**config.mk**
```make
export PLATFORM = sky130hd
export DESIGN_NAME = adc_capture_sequencer_flat
export DESIGN_NICKNAME = d
export VERILOG_FILES = /design/src/rtl/adc_capture_sequencer_if.sv /design/src/rtl/adc_capture_sequencer.sv /design/src/flat_wrapper.sv
export SDC_FILE = /design/constraint.sdc
export NUM_CORES = 1
export LEC_CHECK = 0
export BUFFER_PORTS_ARGS = -buffer_cell sky130_fd_sc_hd__buf_2
export CAP_MARGIN = 30
export CORE_MARGIN = 2
export CORE_UTILIZATION = 30
export DETAILED_ROUTE_END_ITERATION = 6
export GPL_ROUTABILITY_DRIVEN = 0
export PLACE_DENSITY = 0.52
export SLEW_MARGIN = 20
export SYNTH_ARGS = -nofsm -noshare
export SYNTH_HDL_FRONTEND = slang
export SYNTH_SLANG_ARGS = --single-unit
```
**constraint.sdc**
```tcl
create_clock -name clk -period 5.4 [get_ports clk]
set_input_delay 0.27 -clock clk [delete_from_list [all_inputs] [get_ports clk]]
set_output_delay 0.27 -clock clk [all_outputs]
set_load 0.02 [all_outputs]
```
**src/rtl/adc_capture_sequencer_if.sv**
```systemverilog
// ADC sample input, capture control and capture-buffer write bus for adc_capture_sequencer.
// master drives samples and commands; slave (the sequencer) drives the write port and status.
interface adc_capture_sequencer_if #(
  parameter int nch  = 8,
  parameter int dw   = 16,
  parameter int aw   = 14,
  parameter int decw = 10
);
  logic [nch*dw-1:0] adc_data;
  logic [nch-1:0]    chan_mask;
  logic [1:0]        mode;
  logic [aw-1:0]     pretrig_len;
  logic [decw-1:0]   decim;
  logic              arm;
  logic              trig;
  logic              stop;

  logic [nch*dw-1:0] wdata;
  logic [nch-1:0]    we;
  logic [aw-1:0]     waddr;
  logic              busy;
  logic              done;
  logic              wrapped;
  logic [aw-1:0]     trig_addr;
  logic [2:0]        state;

  modport master (
    output adc_data, chan_mask, mode, pretrig_len, decim, arm, trig, stop,
    input  wdata, we, waddr, busy, done, wrapped, trig_addr, state
  );

  modport slave (
    input  adc_data, chan_mask, mode, pretrig_len, decim, arm, trig, stop,
    output wdata, we, waddr, busy, done, wrapped, trig_addr, state
  );
endinterface

```
**src/rtl/adc_capture_sequencer.sv**
```systemverilog
// Decimated multi-channel ADC capture into a circular buffer (one-shot, pretrigger, continuous).
// Write appears one cycle after its sample strobe; no backpressure, the buffer always accepts.
module adc_capture_sequencer #(
  parameter int nch  = 8,
  parameter int dw   = 16,
  parameter int aw   = 14,
  parameter int decw = 10
) (
  input logic                    clk,
  input logic                    rst,
  adc_capture_sequencer_if.slave bus
);
  typedef enum logic [2:0] {
    IDLE  = 3'd0,
    PRE   = 3'd1,
    ARMED = 3'd2,
    POST  = 3'd3,
    DONE  = 3'd4
  } state_t;

  localparam logic [aw:0] depth = {1'b1, {aw{1'b0}}};

  state_t          st;
  logic [1:0]      mode_q;
  logic [nch-1:0]  mask_q;
  logic [aw:0]     plen_q;
  logic [aw:0]     cnt;
  logic [aw-1:0]   ptr;
  logic [decw-1:0] dcnt;
  logic [decw-1:0] decim_eff;
  logic [1:0]      mode_in;
  logic            busy_st;
  logic            strobe;
  logic            wrap_ok;

  assign mode_in   = (bus.mode == 2'd3) ? 2'd0 : bus.mode;
  assign decim_eff = (bus.decim == '0) ? decw'(1) : bus.decim;
  assign busy_st   = (st == PRE) || (st == ARMED) || (st == POST);
  // arm and stop both kill the sample of the cycle they arrive in
  assign strobe    = busy_st && (dcnt == '0) && !bus.arm && !bus.stop;
  assign wrap_ok   = (st == ARMED) || ((st == POST) && (mode_q == 2'd2));

  assign bus.busy  = busy_st;
  assign bus.state = st;

  always_ff @(posedge clk) begin
    if (rst) begin
      st            <= IDLE;
      mode_q        <= 2'd0;
      mask_q        <= '0;
      plen_q        <= '0;
      cnt           <= '0;
      ptr           <= '0;
      dcnt          <= '0;
      bus.wdata     <= '0;
      bus.we        <= '0;
      bus.waddr     <= '0;
      bus.done      <= 1'b0;
      bus.wrapped   <= 1'b0;
      bus.trig_addr <= '0;
    end else begin
      bus.wdata <= bus.adc_data;
      bus.waddr <= ptr;
      bus.we    <= strobe ? mask_q : '0;
      if (busy_st) begin
        dcnt <= (dcnt == '0) ? decim_eff - decw'(1) : dcnt - decw'(1);
      end
      if (strobe) begin
        ptr <= ptr + aw'(1);
        if ((ptr == '1) && wrap_ok) begin
          bus.wrapped <= 1'b1;
        end
      end

      if (bus.stop && busy_st) begin
        st <= IDLE;
      end else if (bus.arm) begin
        mode_q        <= mode_in;
        mask_q        <= bus.chan_mask;
        plen_q        <= {1'b0, bus.pretrig_len};
        ptr           <= '0;
        bus.waddr     <= '0;
        dcnt          <= '0;
        bus.done      <= 1'b0;
        bus.wrapped   <= 1'b0;
        bus.trig_addr <= '0;
        if (mode_in == 2'd1) begin
          cnt <= {1'b0, bus.pretrig_len};
          st  <= (bus.pretrig_len == '0) ? ARMED : PRE;
        end else begin
          cnt <= depth;
          st  <= POST;
        end
      end else begin
        case (st)
          PRE: begin
            if (strobe) begin
              cnt <= cnt - (aw+1)'(1);
              if (cnt == (aw+1)'(1)) st <= ARMED;
            end
          end
          ARMED: begin
            if (bus.trig) begin
              // a sample taken in the trigger cycle still belongs to the pretrigger window
              bus.trig_addr <= strobe ? ptr + aw'(1) : ptr;
              cnt           <= depth - plen_q;
              st            <= POST;
            end
          end
          POST: begin
            if (strobe && (mode_q != 2'd2)) begin
              cnt <= cnt - (aw+1)'(1);
              if (cnt == (aw+1)'(1)) begin
                st       <= DONE;
                bus.done <= 1'b1;
              end
            end
          end
          default: ;
        endcase
      end
    end
  end
endmodule

```
**src/flat_wrapper.sv**
```systemverilog
// flat-port wrapper written by rule: the top's interface ports become plain ports
module adc_capture_sequencer_flat 
#(
  parameter int nch  = 8,
  parameter int dw   = 16,
  parameter int aw   = 14,
  parameter int decw = 10
)
  (clk, rst, bus_adc_data, bus_chan_mask, bus_mode, bus_pretrig_len, bus_decim, bus_arm, bus_trig, bus_stop, bus_wdata, bus_we, bus_waddr, bus_busy, bus_done, bus_wrapped, bus_trig_addr, bus_state);
  adc_capture_sequencer_if #(.nch(nch), .dw(dw), .aw(aw), .decw(decw)) bus_i ();
  input logic clk;
  input logic rst;
  input wire logic [$bits(bus_i.adc_data)-1:0] bus_adc_data;
  input wire logic [$bits(bus_i.chan_mask)-1:0] bus_chan_mask;
  input wire logic [$bits(bus_i.mode)-1:0] bus_mode;
  input wire logic [$bits(bus_i.pretrig_len)-1:0] bus_pretrig_len;
  input wire logic [$bits(bus_i.decim)-1:0] bus_decim;
  input wire logic [$bits(bus_i.arm)-1:0] bus_arm;
  input wire logic [$bits(bus_i.trig)-1:0] bus_trig;
  input wire logic [$bits(bus_i.stop)-1:0] bus_stop;
  output wire logic [$bits(bus_i.wdata)-1:0] bus_wdata;
  output wire logic [$bits(bus_i.we)-1:0] bus_we;
  output wire logic [$bits(bus_i.waddr)-1:0] bus_waddr;
  output wire logic [$bits(bus_i.busy)-1:0] bus_busy;
  output wire logic [$bits(bus_i.done)-1:0] bus_done;
  output wire logic [$bits(bus_i.wrapped)-1:0] bus_wrapped;
  output wire logic [$bits(bus_i.trig_addr)-1:0] bus_trig_addr;
  output wire logic [$bits(bus_i.state)-1:0] bus_state;
  assign bus_i.adc_data = bus_adc_data;
  assign bus_i.chan_mask = bus_chan_mask;
  assign bus_i.mode = bus_mode;
  assign bus_i.pretrig_len = bus_pretrig_len;
  assign bus_i.decim = bus_decim;
  assign bus_i.arm = bus_arm;
  assign bus_i.trig = bus_trig;
  assign bus_i.stop = bus_stop;
  assign bus_wdata = bus_i.wdata;
  assign bus_we = bus_i.we;
  assign bus_waddr = bus_i.waddr;
  assign bus_busy = bus_i.busy;
  assign bus_done = bus_i.done;
  assign bus_wrapped = bus_i.wrapped;
  assign bus_trig_addr = bus_i.trig_addr;
  assign bus_state = bus_i.state;
  adc_capture_sequencer #(.nch(nch), .dw(dw), .aw(aw), .decw(decw)) u_core (.clk(clk), .rst(rst), .bus(bus_i));
endmodule
```
Yosys cells after proc, flatten, opt, wreduce, memory -nomap -nowiden
Cells that the tools add are included.
W data, S select, Z words.
{"block": "op_classes", "n_addsub": 5, "eq_ne": 14, "mux": 37, "bitwise": 2, "n_reduce_logical": 28}
{"op": "$mux W14", "n": 8}
{"op": "$mux W15", "n": 5}
{"op": "$mux W10", "n": 5}
{"op": "$pmux W15 S3", "n": 1}
{"op": "$mux W3", "n": 7}
{"op": "$logic_not A10 Y1", "n": 2}
{"op": "$sub A10 B1 Y10 const B", "n": 2}
{"op": "$eq A15 B1 Y1 const B", "n": 1}
{"op": "$sub A15 B1 Y15 const B", "n": 1}
{"op": "$sub A15 B14 Y15 const A", "n": 1}
{"op": "$add A14 B1 Y14 const B", "n": 1}
{"op": "$eq A14 B14 Y1 const B", "n": 1}
{"op": "$logic_not A14 Y1", "n": 1}
{"op": "$ne A3 B3 Y1 const B", "n": 4}
{"op": "$reduce_bool A2 Y1", "n": 5}
{"op": "$pmux W3 S3", "n": 1}
{"op": "$mux W1", "n": 8}
{"op": "$logic_and A1 B1 Y1", "n": 7}
{"op": "$eq A3 B2 Y1 const B", "n": 2}
{"op": "$reduce_and A6 Y1", "n": 1}
{"op": "$reduce_and A5 Y1", "n": 1}
{"op": "$eq A2 B2 Y1 const B", "n": 2}
{"op": "$mux W2", "n": 2}
{"op": "$reduce_and A4 Y1", "n": 1}
{"op": "other kinds (11)", "n": 16}
{"block": "word_totals", "regBits": 232, "inputBits": 167, "output_inout_bits": 170, "elab_cells": 99}

Longest topological paths before layout
{"block": "logic_depth", "depth_word": 10, "ltp_mapped": 11, "mapped_depth_nobuf": 8}

Worst setup path after synthesis
No wires, ideal clock.
{"block": "synth_timing", "kind": "reg2reg", "startpoint": "register u_core.st[0] (netlist: u_core.bus.state[0])", "endpoint": "register u_core.cnt[2]", "setup_ns": 0.130, "t_arrival_ns": 2.080, "t_required_ns": 5.270, "path_slack_ns": 3.189, "path_stages_with_launch": 12, "n_path_buf": 4, "cell_sequence": "dfxtp_1 > buf_2 > o21bai_1 > inv_1 > and4_1 > buf_2 > a21oi_2 > or3_4 > buf_6 > buf_6 > o21ai_0 > o31ai_1"}
{"block": "synth_via", "elab_chain_len": 9, "elab_cells_between_ends": 18, "cone_classes": "6 x eq/ne; 2 x mux; 1 x bitwise; 9 x reduce/logical"}
{"element": "start, declared", "line_no": "adc_capture_sequencer.sv:23", "text": "state_t st;"}
{"element": "start signal, assigned", "line_no": "adc_capture_sequencer.sv:89", "text": "st <= (bus.pretrig_len == '0) ? ARMED : PRE;"}
{"element": "$eq A3 B1 Y1 / $eq A3 B2 Y1 (equally long branches)", "line_no": "adc_capture_sequencer.sv:38, adc_capture_sequencer.sv:95"}
{"element": "$logic_or A1 B1 Y1 (2 in series)", "line_no": "adc_capture_sequencer.sv:38", "text": "assign busy_st = (st == PRE) || (st == ARMED) || (st == POST);"}
{"element": "$logic_and A1 B1 Y1 (3 in series)", "line_no": "adc_capture_sequencer.sv:40", "text": "assign strobe = busy_st && (dcnt == '0) && !bus.arm && !bus.stop;"}
{"element": "$logic_and A1 B1 Y1", "line_no": "adc_capture_sequencer.sv:111", "text": "if (strobe && (mode_q != 2'd2)) begin"}
{"element": "$ne A3 B3 Y1 (no line)"}
{"element": "$reduce_and A5 Y1 (no line)"}
{"element": "end signal, assigned", "line_no": "adc_capture_sequencer.sv:98", "text": "cnt <= cnt - (aw+1)'(1);"}
{"element": "end signal, assigned", "line_no": "adc_capture_sequencer.sv:106", "text": "cnt <= depth - plen_q;"}
{"element": "end signal, assigned", "line_no": "adc_capture_sequencer.sv:112", "text": "cnt <= cnt - (aw+1)'(1);"}
{"element": "end, declared", "line_no": "adc_capture_sequencer.sv:27", "text": "logic [aw:0] cnt;"}
Parallel ways exist; a longest one is shown, timed or not.
A chain may end at the register's enable or synchronous reset.

Final worst setup path
{"block": "layout_timing", "startpoint": "register u_core.st[0] (netlist: u_core.bus.state[0])", "endpoint": "register u_core.dcnt[7]"}
{"block": "layout_via", "elab_chain_len": 6, "elab_cells_between_ends": 9, "cone_classes": "3 x eq/ne; 3 x mux; 3 x reduce/logical"}
{"element": "$eq A3 B1 Y1 / $eq A3 B2 Y1 (equally long branches)", "line_no": "adc_capture_sequencer.sv:38"}
{"element": "$logic_or A1 B1 Y1", "line_no": "adc_capture_sequencer.sv:38"}
{"element": "$logic_or A1 B1 Y1 (*)", "line_no": "adc_capture_sequencer.sv:38"}
{"element": "$mux W10", "line_no": "adc_capture_sequencer.sv:65", "text": "if (busy_st) begin"}
{"element": "$mux W10", "line_no": "adc_capture_sequencer.sv:77", "text": "end else if (bus.arm) begin"}
{"element": "$mux W10 (*)", "line_no": "adc_capture_sequencer.sv:75", "text": "if (bus.stop && busy_st) begin"}
{"element": "end signal, assigned", "line_no": "adc_capture_sequencer.sv:66", "text": "dcnt <= (dcnt == '0) ? decim_eff - decw'(1) : dcnt - decw'(1);"}
{"element": "end, declared", "line_no": "adc_capture_sequencer.sv:29", "text": "logic [decw-1:0] dcnt;"}
Mark *: on every way between the ends. The rest lies on a longest branch, timed or not.

==> out/qor.csv <==
stage,metric,value,unit
grt,grt_util_met1,0.216,
placement,hpwl,18900,um
power,power_leakage,5.56,nW
yosys,netlist_top_cells_area,"dfxtp_1 56%, nor2b_1 10%, nand2_1 3.9%",
yosys,synth_edf_count,0,
floorplan,rows,60,
sta,fin_crit_sh,0.562,
grt,grt_overflow,0,
floorplan,core_region_area,27000,um2
drt,drc,0,
sta,skew,0.00847,ns
sta,max_slew_margin,0.338,
yosys,async_flop_share,0,
cells_and_area,fin_nets,1485,
drt,drt_wl_total,27400,um
clock_tree,clk_pin_slew,0.06,ns
yosys,synthesis.nets,1022,
floorplan,die-area,28900,um2
cells_and_area,syn_to_final_growth,50.9,%
grt,grt_pass1_wl,41300,um
clock_tree,cts_buffers,27,
drt,dr.first_iter.drc_count,524,
drt,ant_nets,0,
clock_tree,clkSinkCount,232,
run_status,status,"finished, final reports clean",
sta,fmax,329,MHz
drt,vias,7667,
clock_tree,ctsResizeCount,0,
yosys,synthDistinctLibCells,61,
yosys,synth_ff_type,dfxtp_1,
yosys,synth_cells,850,
yosys,avgSynthCellArea,9.71,um2
clock_tree,root_buffer,clkbuf_16,
power,powerDensity,419,nW/um2
grt,grt_max_degree,109,
power,p_sw,0.00173,W
yosys,yosysTopAreaCell,dfxtp_1,
power,switching_share,0.333,
power,seqPwrFrac,0.379,
drt,drt-wirelength-per-cell,16.4,um
cells_and_area,final_cell_mix,"335 x buf_2, 232 x dfxtp_1, 139 x dlygate4sd3_1",
yosys,yosysSeqAreaShare,0.563,
grt,antenna_found_initial,1,
floorplan,die-width,170,um
setup_path,cp.required,5.81,ns
clock_tree,htreeDepth,1,
grt,first_global_vias,7576,
grt,grtUsageMet2,0.319,
setup_path,arrival,3.45,ns
sta,setup_viol,0,
floorplan,io_pins,337,
floorplan,die_h,170,um
sta,setup_ws,2.36,ns
setup_path,worstSetupEndpointType,flip-flop,
clock_tree,worstSkewPairLatency,0.52,ns
cells_and_area,layout_commonest_cell,buf_2,
yosys,yosysWarnings,0,
yosys,syn-cell-area,8250,um2
sta,drv_slew,0,
sta,finalHoldViolations,0,
clock_tree,cts.path.max_buffers,3,
sta,setup-tns-final,0,ns
placement,place_ws,2.38,ns
power,peakVddDrop,201,uV
sta,period_needed,3.04,ns
floorplan,start_util,0.306,
setup_path,cp_max_fo,25,
drt,dr.pass1.iters,5,
power,combinationalPowerShare,0.290,
sta,worst_slew_pin_slew,0.989,ns
cells_and_area,fillers,2604,
drt,viasPerCell,4.59,
sta,rsz0062_at_grt,false,
placement,port_buffers,336,
setup_path,critPathKind,reg2reg,
run,drv_cap,0,
cells_and_area,drive_gt1_frac,0.293,
grt,track_usage,0.180,
power,internal_power,0.00348,W
clock_tree,cts_tree,yes,
yosys,synth_top_area_frac,0.563,
yosys,ys_ff_latch,232,
min_path,worstHoldPathType,in2reg,
power,p_clk_frac,0.331,
grt,busiest_layer,met2,
grt,grt_use_met3,0.0444,
setup_path,start_kind,flip-flop,
critical path, stage by stage (launching register included):
cell,delay [ns]
dfxtp_1,0.40
o21bai_1,0.71
inv_1,0.48
nand2_1,0.19
and2_1,0.13
buf_4,0.30
nor2_1,0.13
buf_4,0.23
a311o_1,0.34
layout make-up:
class	instances	area, um2	share of cell area
Sequential cell	232	4640	0.373
Multi-Input combinational cell	562	3370	0.271
Timing Repair Buffer	481	3140	0.252
Clock buffer	37	753	0.0605
Tap cell	341	427	0.0343
Clock inverter	9	85.1	0.00683
Inverter	9	33.8	0.00271
Antenna cell	1	2.50	0.000201
timing repair:
action / CTS / global route
setup buffers: 0 / 0
hold buffers: 139 / 0
endpoints found under the hold margin: 139 / 0
endpoints found under the setup margin: 0 / 0
power by group through the flow:
stage                     Sequential [W]  Combinational, W  Clock [W]
after floorplan                  0.00206           0.00101          0
after global placement           0.00201           0.00141          0
after detailed placement         0.00201           0.00141          0
after CTS                        0.00197           0.00150    0.00177
after global routing             0.00199           0.00167    0.00185
final                            0.00198           0.00151    0.00173
registers in the layout, indices dropped and copies added, names as in the netlist:
signal                cells
u_core.cnt               15
u_core.bus.wdata        128
u_core.plen_q            14
u_core.mode_q             2
u_core.bus.state          3
u_core.bus.we             8
u_core.dcnt              10
u_core.bus.wrapped        1
u_core.ptr               14
u_core.bus.done           1
u_core.bus.trig_addr     14
u_core.bus.waddr         14
u_core.mask_q             8
metrics by stage:
stage          total power [W]  hold WS [ns]  std cells  area [um2]   util
2_1_floorplan          0.00307         0.398        850        8250      -
3_3_place_gp           0.00342         0.438       1483       10200  0.378
3_5_place_dp           0.00342         0.442       1485       10200  0.379
4_1_cts                0.00525      0.000403       1670       12400  0.462
5_1_grt                0.00551       0.00862       1672       12500  0.462
6_report               0.00521        0.0237       1672       12500  0.462
kinds of logic (layout without fill, tap and decap cells):
logic type      Yosys count  in the layout  synth area share
fa+ha+maj                 5              5           0.00758
compound gates          126            126             0.105
other cells               0              1                 0
buf+inv                  56            536            0.0286
flops                   232            232             0.563
xor+xnor                 27             27            0.0286
simple gates            399            399             0.262
mux                       5              5           0.00622
synthesized netlist by cell type, types with 4 or more instances:
cell and instances:
or4_1 5, nor2b_1 135, nand2b_1 6, o2bb2ai_1 12, or3_1 7, mux2i_1 4, nand4_1 11, a21oi_1 43
a221oi_1 7, dfxtp_1 232, nand2_1 86, nand3_1 8, clkbuf_1 41, nand3b_1 6, nor2_1 62, o21ai_0 11
and2_1 25, ha_1 5, xor2_1 13, inv_1 9, a31oi_1 6, nor3_1 17, a211oi_1 16, and3_1 6
xnor2_1 14, nor4_1 12
worst paths after layout:
| check | startpoint | to | slack (ns) | cells after the start |
|---|---|---|---|---|
| max | u_core.bus.state[0] | u_core.dcnt[7] | 2.36 | 8 |
| min | bus_pretrig_len[4] | u_core.plen_q[4] | 0.02 | 3 |
| max reg2reg | u_core.bus.state[0] | u_core.dcnt[7] | 2.36 | 8 |
| min reg2reg | u_core.mask_q[3] | u_core.mask_q[3] | 0.45 | 2 |
routing by layer:
| metal | up-vias | part of all wire |
|---|---|---|
| li1 | 3814 | - |
| met1 | 3519 | 0.42 |
| met2 | 276 | 0.48 |
| met3 | 58 | 0.075 |
| met4 | 0 | 0.028 |
| met5 | - | 0 |
(Power assumes the default switching activity.)
